$ cat src/rtl/program_loader.sv
// UART boot loader: receives an A5/length/data/checksum frame on uart_rx and
// writes the decoded 32-bit words into instruction memory, holding the core in reset.
module program_loader #(
  parameter int CLK_DIV    = 16,
  parameter int ADDR_WIDTH = 8
) (
  input  logic                  clk,
  input  logic                  rst,
  input  logic                  uart_rx,
  output logic                  imem_we,
  output logic [ADDR_WIDTH-1:0] imem_addr,
  output logic [31:0]           imem_wdata,
  output logic                  core_rst,
  output logic                  done,
  output logic                  err
);

  // state | meaning
  // IDLE  | waiting for header byte 0xA5
  // LEN   | next byte is the word count (0 = 256)
  // DATA  | assembling little-endian words and writing them
  // CSUM  | next byte must equal the XOR of all data bytes
  // DONE  | load good, core released
  // ERR   | checksum or framing failure, core held in reset

  localparam int              CW     = $clog2(CLK_DIV);
  localparam logic [CW-1:0]   FULL   = CW'(CLK_DIV - 1);
  localparam logic [CW-1:0]   HALF   = CW'(CLK_DIV / 2 - 1);
  localparam logic [7:0]      HEADER = 8'hA5;

  typedef enum logic [1:0] {RX_IDLE, RX_START, RX_BITS, RX_STOP} rx_state_t;
  typedef enum logic [2:0] {IDLE, LEN, DATA, CSUM, DONE, ERR} state_t;

  rx_state_t       rx_state, rx_next;
  logic            rx_s1, rx_s2, rx_d;
  logic [CW-1:0]   rx_cnt;
  logic            rx_tick;
  logic [2:0]      bit_idx;
  logic [7:0]      rx_shift;
  logic            byte_valid;
  logic            frame_err;

  state_t          state, state_next;
  logic [8:0]      words_left;
  logic [1:0]      byte_idx;
  logic [23:0]     word_lo;
  logic [7:0]      acc;

  assign rx_tick = (rx_cnt == '0);

  always_ff @(posedge clk) begin
    if (!rst) begin
      rx_s1 <= 1'b1;
      rx_s2 <= 1'b1;
      rx_d  <= 1'b1;
    end else begin
      rx_s1 <= uart_rx;
      rx_s2 <= rx_s1;
      rx_d  <= rx_s2;
    end
  end

  always_ff @(posedge clk) begin
    if (!rst) rx_state <= RX_IDLE;
    else      rx_state <= rx_next;
  end

  always_comb begin
    rx_next = rx_state;
    case (rx_state)
      RX_IDLE:  if (rx_d && !rx_s2) rx_next = RX_START;
      RX_START: if (rx_tick) rx_next = rx_s2 ? RX_IDLE : RX_BITS;
      RX_BITS:  if (rx_tick && bit_idx == 3'd7) rx_next = RX_STOP;
      RX_STOP:  if (rx_tick) rx_next = RX_IDLE;
      default:  rx_next = RX_IDLE;
    endcase
  end

  // The counter preloads the half-bit delay while idle so the start-bit
  // check lands mid-bit, then every later sample is one full bit apart.
  always_ff @(posedge clk) begin
    if (!rst) begin
      rx_cnt     <= '0;
      bit_idx    <= '0;
      rx_shift   <= '0;
      byte_valid <= 1'b0;
      frame_err  <= 1'b0;
    end else begin
      byte_valid <= 1'b0;
      frame_err  <= 1'b0;
      case (rx_state)
        RX_IDLE: rx_cnt <= HALF;
        RX_START: begin
          if (rx_tick) begin
            rx_cnt  <= FULL;
            bit_idx <= '0;
          end else begin
            rx_cnt <= rx_cnt - 1'b1;
          end
        end
        RX_BITS: begin
          if (rx_tick) begin
            rx_shift <= {rx_s2, rx_shift[7:1]};
            bit_idx  <= bit_idx + 1'b1;
            rx_cnt   <= FULL;
          end else begin
            rx_cnt <= rx_cnt - 1'b1;
          end
        end
        RX_STOP: begin
          if (rx_tick) begin
            byte_valid <= rx_s2;
            frame_err  <= !rx_s2;
          end else begin
            rx_cnt <= rx_cnt - 1'b1;
          end
        end
        default: rx_cnt <= '0;
      endcase
    end
  end

  always_ff @(posedge clk) begin
    if (!rst) state <= IDLE;
    else      state <= state_next;
  end

  always_comb begin
    state_next = state;
    case (state)
      IDLE: if (byte_valid && rx_shift == HEADER) state_next = LEN;
      LEN: begin
        if (frame_err)       state_next = ERR;
        else if (byte_valid) state_next = DATA;
      end
      // Leave DATA only once the final write strobe is on the bus.
      DATA: begin
        if (frame_err)                         state_next = ERR;
        else if (imem_we && words_left == 9'd1) state_next = CSUM;
      end
      CSUM: begin
        if (frame_err)       state_next = ERR;
        else if (byte_valid) state_next = (rx_shift == acc) ? DONE : ERR;
      end
      DONE, ERR: if (byte_valid && rx_shift == HEADER) state_next = LEN;
      default: state_next = IDLE;
    endcase
  end

  assign core_rst = (state != DONE);
  assign done     = (state == DONE);
  assign err      = (state == ERR);

  always_ff @(posedge clk) begin
    if (!rst) begin
      imem_we    <= 1'b0;
      imem_addr  <= '0;
      imem_wdata <= '0;
      words_left <= '0;
      byte_idx   <= '0;
      word_lo    <= '0;
      acc        <= '0;
    end else begin
      imem_we <= 1'b0;
      if (imem_we) begin
        imem_addr  <= imem_addr + 1'b1;
        words_left <= words_left - 1'b1;
      end
      if (byte_valid) begin
        case (state)
          LEN: begin
            words_left <= (rx_shift == 8'd0) ? 9'd256 : {1'b0, rx_shift};
            acc        <= '0;
            imem_addr  <= '0;
            byte_idx   <= '0;
          end
          DATA: begin
            acc      <= acc ^ rx_shift;
            byte_idx <= byte_idx + 1'b1;
            case (byte_idx)
              2'd0: word_lo[7:0]   <= rx_shift;
              2'd1: word_lo[15:8]  <= rx_shift;
              2'd2: word_lo[23:16] <= rx_shift;
              default: begin
                imem_we    <= 1'b1;
                imem_wdata <= {rx_shift, word_lo};
              end
            endcase
          end
          default: ;
        endcase
      end
    end
  end

endmodule

$ cat config.mk
export PLATFORM = sky130hd
export DESIGN_NAME = program_loader
export DESIGN_NICKNAME = d
export VERILOG_FILES = /design/src/rtl/program_loader.sv
export SDC_FILE = /design/constraint.sdc
export NUM_CORES = 1
export LEC_CHECK = 0
export ABC_AREA = 1
export ABC_CLOCK_PERIOD_IN_PS = 1560
export BUFFER_PORTS_ARGS = -buffer_cell sky130_fd_sc_hd__buf_4
export CAP_MARGIN = 20
export CORE_ASPECT_RATIO = 0.9
export CORE_MARGIN = 4
export CORE_UTILIZATION = 52
export CTS_BUF_LIST = sky130_fd_sc_hd__clkbuf_2 sky130_fd_sc_hd__clkbuf_4 sky130_fd_sc_hd__clkbuf_8
export CTS_CLUSTER_DIAMETER = 60
export DETAILED_ROUTE_END_ITERATION = 8
export GPL_TIMING_DRIVEN = 0
export PLACE_DENSITY_LB_ADDON = 0.12
export SETUP_SLACK_MARGIN = 0.02
export SLEW_MARGIN = 25
export SYNTH_ARGS = -nofsm -noshare
export SYNTH_HDL_FRONTEND = slang
export SYNTH_SLANG_ARGS = --single-unit
$ cat constraint.sdc
create_clock -name clk -period 1.56 [get_ports clk]
set_input_delay 0.312 -clock clk [delete_from_list [all_inputs] [get_ports clk]]
set_output_delay 0.312 -clock clk [all_outputs]
set_load 0.03 [all_outputs]
# Word-level counts from Yosys, hierarchy flattened
# Cells that the tools add are included.
[word_totals]
out_inout_bits = 44
regBits = 109
input_bits = 3
[op_classes]
bitwise = 2
mux = 31
add_sub_neg = 5
reduce_logical = 26
n_eq_ne = 25
[op_table]
columns = ["operator", "count"]
rows = [
  ["$mux W9", 4],
  ["$mux W3", 9],
  ["$mux W8", 3],
  ["$reduce_and A3 Y1", 7],
  ["$pmux W8 S2", 1],
  ["$ne A2 B2 Y1 const B", 6],
  ["$ne A3 B3 Y1 const B", 4],
  ["$pmux W3 S4", 1],
  ["$pmux W4 S3", 1],
  ["$mux W2", 5],
  ["$eq A3 B3 Y1 const B", 3],
  ["$eq A9 B1 Y1 const B", 1],
  ["$sub A9 B1 Y9 const B", 1],
  ["$add A8 B1 Y8 const B", 1],
  ["$eq A8 B8 Y1", 1],
  ["$eq A8 B8 Y1 const B", 1],
  ["$logic_not A8 Y1", 1],
  ["$mux W4", 2],
  ["$pmux W2 S4", 1],
  ["$reduce_and A4 Y1", 2],
  ["$xor A8 B8 Y8", 1],
  ["$eq A2 B2 Y1 const B", 3],
  ["$eq A3 B2 Y1 const B", 2],
  ["$pmux W3 S2", 1],
  ["18 further kinds", 27],
]

# Longest topological paths before layout
# Gate-level depths: netlist of run 1.
[depth]
word_depth = 5
depth_mapped = 11

# Least setup slack after synthesis of run 1
# Ideal clock, no wire load.
[synth_path]
path_type = "register -> output"
from = "reg state[1]"
to = "out core_rst"
arrival_time_ps = 1242
slack_ps = 6
stages_incl_launch_ff = 5
n_path_buf = 0
path_cell_list = "dfxtp_1 inv_1 nand2_1 nor2_1 inv_1"
[synth_between]
elab_chain_len = 1
[synth_lines]
columns = ["element", "line_no", "source"]
rows = [
  ["from (decl)", "43", "state_t state, state_next;"],
  ["from (signal assigned)", "125", "else state <= state_next;"],
  ["$ne A3 B3 Y1", "150", "assign core_rst = (state != DONE);"],
  ["to (decl)", "13", "output logic core_rst,"],
]
# Every way passes these cells.

# Worst setup path in the final report of run 1
# Same ends and word-level chain as after synthesis.

==> results of run 1 <==
==> sequential cells by signal, summed over array words and instances, names as in the netlist, named ones only <==
register	cells
bit_idx	3
state	3
word_lo	24
byte_idx	2
byte_valid	1
imem_addr	8
rx_s1	1
rx_s2	1
imem_wdata	32
imem_we	1
rx_cnt	4
acc	8
rx_shift	8
rx_state	1
frame_err	1
words_left	9
rx_d	1
==> path summary, 6_finish.rpt <==
kind | slack (ns) | depth (start not counted) | end | start
hold / removal | 0.12 | 2 | rx_s1 | uart_rx
hold reg to reg | 0.42 | 1 | rx_s2 | rx_s1
setup reg to reg | 0.09 | 9 | imem_wdata[31] | state[1]
setup / recovery | 0.07 | 5 | core_rst | state[1]
==> cells in the mapped netlist <==
library cell  number
a211oi_1           1
a211oi_2           1
a21oi_1           75
a21oi_2            9
a31oi_1            1
buf_2              9
buf_4              3
buf_6              3
clkbuf_1           8
dfxtp_1          109
ha_1              15
inv_1             71
inv_2              7
nand2_1           95
nand2_2            1
nand2_4            1
nand2_8            1
nand3_1           22
nand3_4            1
nand3b_1           1
nand4_1            4
nor2_1            52
nor2_4             1
nor2_8             1
nor3_1             6
nor3b_1            5
o211ai_1           2
o21a_1             1
o21ai_0           68
o21ai_1           11
o22ai_1            3
o31ai_1            1
or2_2              4
xnor2_1            1
xor2_1             2
==> repair_timing <==
item                       in CTS  in global routing
hold buffers                    0                  0
gates cloned                    0                  2
setup endpoints to repair       7                 54
pin swaps                       1                  1
setup buffers                   1                 11
resized for setup               3                 59
==> critical path, stage by stage (launching register included) <==
cell and delay [ns]:
dfxtp_4 0.37, inv_2 0.08, nand2_2 0.07, nor2_4 0.09
inv_1 0.04, buf_4 0.16
==> final cells by class <==
class	count	area, sq um
repair buffers	60	489.2
plain buffers	23	172.7
well taps	119	148.9
inverters	78	300.3
fillers	757	2979
clock inverters	5	107.6
multi-input cells	386	2074
flip-flops and latches	109	2198
clock buffers	10	137.6
==> layer usage <==
layer | vias up | GRT usage (%) | wire (um) | share of wire, %
met5 | - | 0 | 0 | 0
met4 | 0 | 5.728 | 180 | 1.7
li1 | 2097 | - | - | -
met2 | 97 | 30.74 | 4716 | 45
met1 | 1858 | 29.44 | 5172 | 49
met3 | 20 | 4.518 | 485 | 4.6
==> where the power goes <==
| part | switching, mW | internal [mW] |
|---|---|---|
| logic | 0.363 | 0.213 |
| clock network | 0.924 | 1.11 |
| registers | 0.0671 | 2.85 |
| total | 1.35 | 4.17 |
==> logic make-up after synthesis <==
kind of cell | after synthesis
adders and majority gates | 15
buffers and inverters | 101
AOI/OAI and AO/OA | 173
xor gates and xnor gates | 3
and+or+nand+nor | 195
DFF | 109
==> cells in the final DEF, fill, tap and decap left out, types with 7 or more instances in the layout <==
master | Yosys | layout
dfxtp_1 | 109 | 98
nand2_1 | 95 | 91
a21oi_1 | 75 | 75
inv_1 | 71 | 64
o21ai_0 | 68 | 61
buf_4 | 3 | 58
nor2_1 | 52 | 49
nand3_1 | 22 | 22
ha_1 | 15 | 14
inv_2 | 7 | 13
o21ai_1 | 11 | 13
dfxtp_2 | 0 | 10
clkbuf_8 | 0 | 10
a21oi_2 | 9 | 9
clkbuf_1 | 8 | 8
buf_6 | 3 | 7
==> per-stage QoR <==
| step | setup TNS, ns | utilization (%) | std cells | power (mW) | setup WS, ns |
|---|---|---|---|---|---|
| after floorplan | 0 | - | 596 | 3.364 | 0.03919 |
| after global placement | -0.1737 | 59.42 | 761 | 3.486 | -0.08279 |
| after detailed placement | -0.2685 | 59.42 | 761 | 3.502 | -0.08423 |
| after CTS | 0 | 62.40 | 777 | 5.518 | 0.02760 |
| after global routing | -0.02466 | 65.39 | 790 | 5.771 | -0.02466 |
| final | 0 | 65.39 | 790 | 5.527 | 0.07422 |
==> flow_metrics.env, run 1 <==
export IMPL_antenna_cells=0
export IMPL_grt_overflow_total=0
export IMPL_synth_top_family_by_area="compound AO/OA/AOI/OAI gates"
export IMPL_syn_area_per_cell_sq_um=7.749
export IMPL_rsz0062_at_grt="true"
export IMPL_ys_ff_latch=109
export IMPL_hpwl_um=7453
export IMPL_clock_sinks=109
export IMPL_synth_simple_area_share_pct=18.91
export IMPL_clkTransAtPathRegs_ns=0.10
export IMPL_start_util_pct=53.65
export IMPL_power_density_nw_per_um2=981.9
export IMPL_synth_warnings=0
export IMPL_hold_slack_ns=0.1234
export IMPL_drt_iter0_markers=141
export IMPL_power_leakage_nw=2.401
export IMPL_synthAdderAreaFrac_pct=4.064
export IMPL_ctsRootBufferMaster="clkbuf_8"
export IMPL_grt_usage_pct=20.42
export IMPL_drv_cap=0
export IMPL_hold_viol=0
export IMPL_postRouteAntennaNets=0
export IMPL_cts_tree="built"
export IMPL_antenna_found_initial=0
export IMPL_end_kind="output pin"
export IMPL_yosysTopAreaCell="dfxtp_1"
export IMPL_die_y_um=97.41
export IMPL_crit_type="reg -> out"
export IMPL_worstMarginPinSlew_ns=0.7172
export IMPL_fin_skew_ns=0.01128
export IMPL_gp_congestion=0.8416
export IMPL_netlist_area_sq_um=4618
export IMPL_wirelength_um=10550
export IMPL_fin_crit_sh_pct=95.24
export IMPL_slew_violations=0
export IMPL_placementRows=32
export IMPL_grt_pass1_vias=3580
export IMPL_grt_max_degree=18
export IMPL_worstSkewPairLatency_ns=0.37
export IMPL_finalSetupViolCount=0
export IMPL_yosysSeqAreaShare_pct=47.25
export IMPL_yosysTopAreaCellShare_pct=47.25
export IMPL_avgRoutedWirePerCell_um=13.36
export IMPL_synth_xor_xnor_area_share_pct=0.5690
export IMPL_synthMuxAreaShare_pct=0
export IMPL_drive_gt1_share_pct=22.21
export IMPL_synthTopCellsByArea="dfxtp_1 47%, a21oi_1 8.1%, nand2_1 7.7%"
export IMPL_io_pins=47
export IMPL_port_buffers=46
export IMPL_syn2layout_area_growth_pct=21.89
export IMPL_drt_pass1_iter_count=5
export IMPL_worstPathArrival_ns=1.17
export IMPL_hp_class="in -> reg"
export IMPL_viasPerCell=5.154
export IMPL_synth_fp_nets=614
export IMPL_numCtsBuffers=9
export IMPL_outcome="completed"
export IMPL_post_dp_cell_area_sq_um=5115
export IMPL_grt_pass1_wl_um=17200
export IMPL_core_area_sq_um=8608
export IMPL_ir_worst_vdd_mv=0.8918
export IMPL_timing_fmax_ghz=0.6730
export IMPL_drc=0
export IMPL_finalInstanceArea_sq_um=5629
export IMPL_crit_required_ns=1.25
export IMPL_die_w_um=107.3
export IMPL_layout_min_cycle_time_ns=1.486
export IMPL_nets=685
export IMPL_synth_compound_area_share_pct=20.02
export IMPL_vias=4072
export IMPL_clock_path_buffers=2
export IMPL_htree_num_levels=3
export IMPL_synth_cell_types=35
export IMPL_maxSlewHeadroom_pct=52.18
export IMPL_synthCells=596
export IMPL_die_area_sq_um=10460
export IMPL_crit_path_start_kind="register"
export IMPL_crit_path_max_fanout=4
Power figures use the tool's default switching activity.
==> run 2: changes to the inputs <==
==> constraint.sdc (replaced) <==
create_clock -name clk -period 1.56 [get_ports clk]
set_input_delay 0.312 -clock clk [delete_from_list [all_inputs] [get_ports clk]]
set_output_delay 0.312 -clock clk [all_outputs]
set_load 0.01 [all_outputs]
==> flow_metrics.env, run 2 (synthesized netlist as in run 1, its figures left out) <==
export IMPL_wirelength_um=10640
export IMPL_grt_max_degree=19
export IMPL_n_fill_cell=796
export IMPL_syn2layout_area_growth_pct=18.67
export IMPL_drive_gt1_share_pct=19.91
export IMPL_final_cell_mix="102 x dfxtp_1, 91 x nand2_1, 75 x a21oi_1"
export IMPL_avgRoutedWirePerCell_um=13.60
export IMPL_viasPerCell=5.097
export IMPL_worstPathArrival_ns=1.17
export IMPL_layout_commonest_cell="dfxtp_1"
export IMPL_gp_congestion=0.8442
export IMPL_ff2ff_path_depth=8
export IMPL_die_y_um=97.41
export IMPL_crit_path_start_kind="register"
export IMPL_power_leakage_nw=2.351
export IMPL_fin_crit_sh_pct=94.76
export IMPL_drc=0
export IMPL_io_pins=47
export IMPL_hold_viol=0
export IMPL_ir_worst_vdd_mv=0.7814
export IMPL_cts_tree="built"
export IMPL_post_dp_cell_area_sq_um=5112
export IMPL_hold_start="uart_rx"
export IMPL_die_area_sq_um=10460
export IMPL_drv_cap=0
export IMPL_clock_sinks=109
export IMPL_r2r_slack_ns=0.08
export IMPL_hpwl_um=7682
export IMPL_power_density_nw_per_um2=1005
export IMPL_utilization_pct=63.66
export IMPL_hp_class="in -> reg"
export IMPL_vias=3986
export IMPL_die_w_um=107.3
export IMPL_crit_path_max_fanout=5
export IMPL_largest_reg_flops=32
export IMPL_nets=676
export IMPL_worstMarginPinSlew_ns=0.6504
export IMPL_setup_worst_path_start="state[0]"
export IMPL_htree_num_levels=3
export IMPL_worstSkewPairLatency_ns=0.38
export IMPL_crit_required_ns=1.25
export IMPL_port_buffers=46
export IMPL_crit_type="reg -> out"
export IMPL_timing_fmax_ghz=0.6765
export IMPL_clock_path_buffers=2
export IMPL_cts_hold_repair_buffers=0
export IMPL_grt_usage_pct=21.06
export IMPL_grt_overflow_total=0
export IMPL_layout_min_cycle_time_ns=1.478
export IMPL_drt_pass1_iter_count=4
export IMPL_antenna_found_initial=0
export IMPL_start_util_pct=53.65
export IMPL_finalSetupViolCount=0
export IMPL_top_regs="imem_wdata (32), word_lo (24), words_left (9)"
export IMPL_end_kind="output pin"
export IMPL_slew_violations=0
export IMPL_rsz0062_at_grt="true"
export IMPL_postRouteAntennaNets=0
export IMPL_core_area_sq_um=8608
export IMPL_grt_pass1_vias=3743
export IMPL_placementRows=32
export IMPL_fin_skew_ns=0.01599
export IMPL_reg2reg_to="imem_wdata[24]"
export IMPL_worstReg2RegStart="state[2]"
export IMPL_outcome="completed"
export IMPL_clkTransAtPathRegs_ns=0.11
export IMPL_drt_iter0_markers=209
export IMPL_ctsRootBufferMaster="clkbuf_8"
export IMPL_grt_pass1_wl_um=17680
export IMPL_numCtsBuffers=9
export IMPL_finalInstanceArea_sq_um=5480
export IMPL_maxSlewHeadroom_pct=56.64
export IMPL_top_register="imem_wdata"
export IMPL_antenna_cells=0
export IMPL_crit_end="err"
export IMPL_hold_slack_ns=0.1212
## run 2: cell count changes in the layout (fill, tap and decap cells not counted), sizes merged
| cell | change |
|---|---|
| buf | -8 |
| clkbuf | -2 |
| clkinv | +2 |
## run 2: worst min path at each step
stage          slack (ns)  cells past startpoint     to
3_5_place_dp         0.40                      1  rx_s2
4_1_cts              0.11                      2  rx_s1
2_1_floorplan        0.39                      1  rx_s2
5_1_grt              0.11                      2  rx_s1
3_3_place_gp         0.40                      1  rx_s2
6_report             0.12                      2  rx_s1
## run 2: per-layer routing
| metal | wire length, um | global-route usage (%) |
|---|---|---|
| met4 | 144 | 4.757 |
| met5 | 0 | 0 |
| met3 | 614 | 6.047 |
| met1 | 5004 | 28.71 |
| met2 | 4874 | 33.19 |
## run 2: area by class of cell
type / count / area, sq um / area share (%)
buffer: 23 / 158.9 / 2.900
clock buffer: 9 / 123.9 / 2.260
clock inverter: 7 / 121.4 / 2.215
inverter: 78 / 300.3 / 5.479
multi-input combinational: 386 / 2051 / 37.42
sequential: 109 / 2193 / 40.02
tap: 119 / 148.9 / 2.717
timing repair buffer: 51 / 382.9 / 6.986
## run 2: repair_timing
action / in CTS / in global routing
resized for setup: 6 / 39
pin swaps: 2 / 2
buffers inserted: 1 / 4
endpoints found under the setup margin: 8 / 44
## run 2: per-stage QoR
step	setup WS [ns]	TNS, ns	cells	power [mW]
2_1_floorplan	0.2045	0	596	3.364
3_3_place_gp	-0.08791	-0.1707	761	3.484
3_5_place_dp	-0.1707	-0.8729	761	3.516
4_1_cts	0.006940	0	778	5.540
5_1_grt	-0.02340	-0.07028	782	5.753
6_report	0.08170	0	782	5.510
## run 2: power by group
| group | leakage (nW) | switching (mW) | internal [mW] |
|---|---|---|---|
| combinational | 1.34 | 0.361 | 0.200 |
| sequential | 0.883 | 0.0685 | 2.85 |
| clock | 0.124 | 0.959 | 1.07 |
## run 2: worst max-delay path, cell delays in order, from the launching register on
cell     delay [ns]
dfxtp_2        0.39
inv_4          0.06
buf_4          0.12
nor2_1         0.09
buf_4          0.12
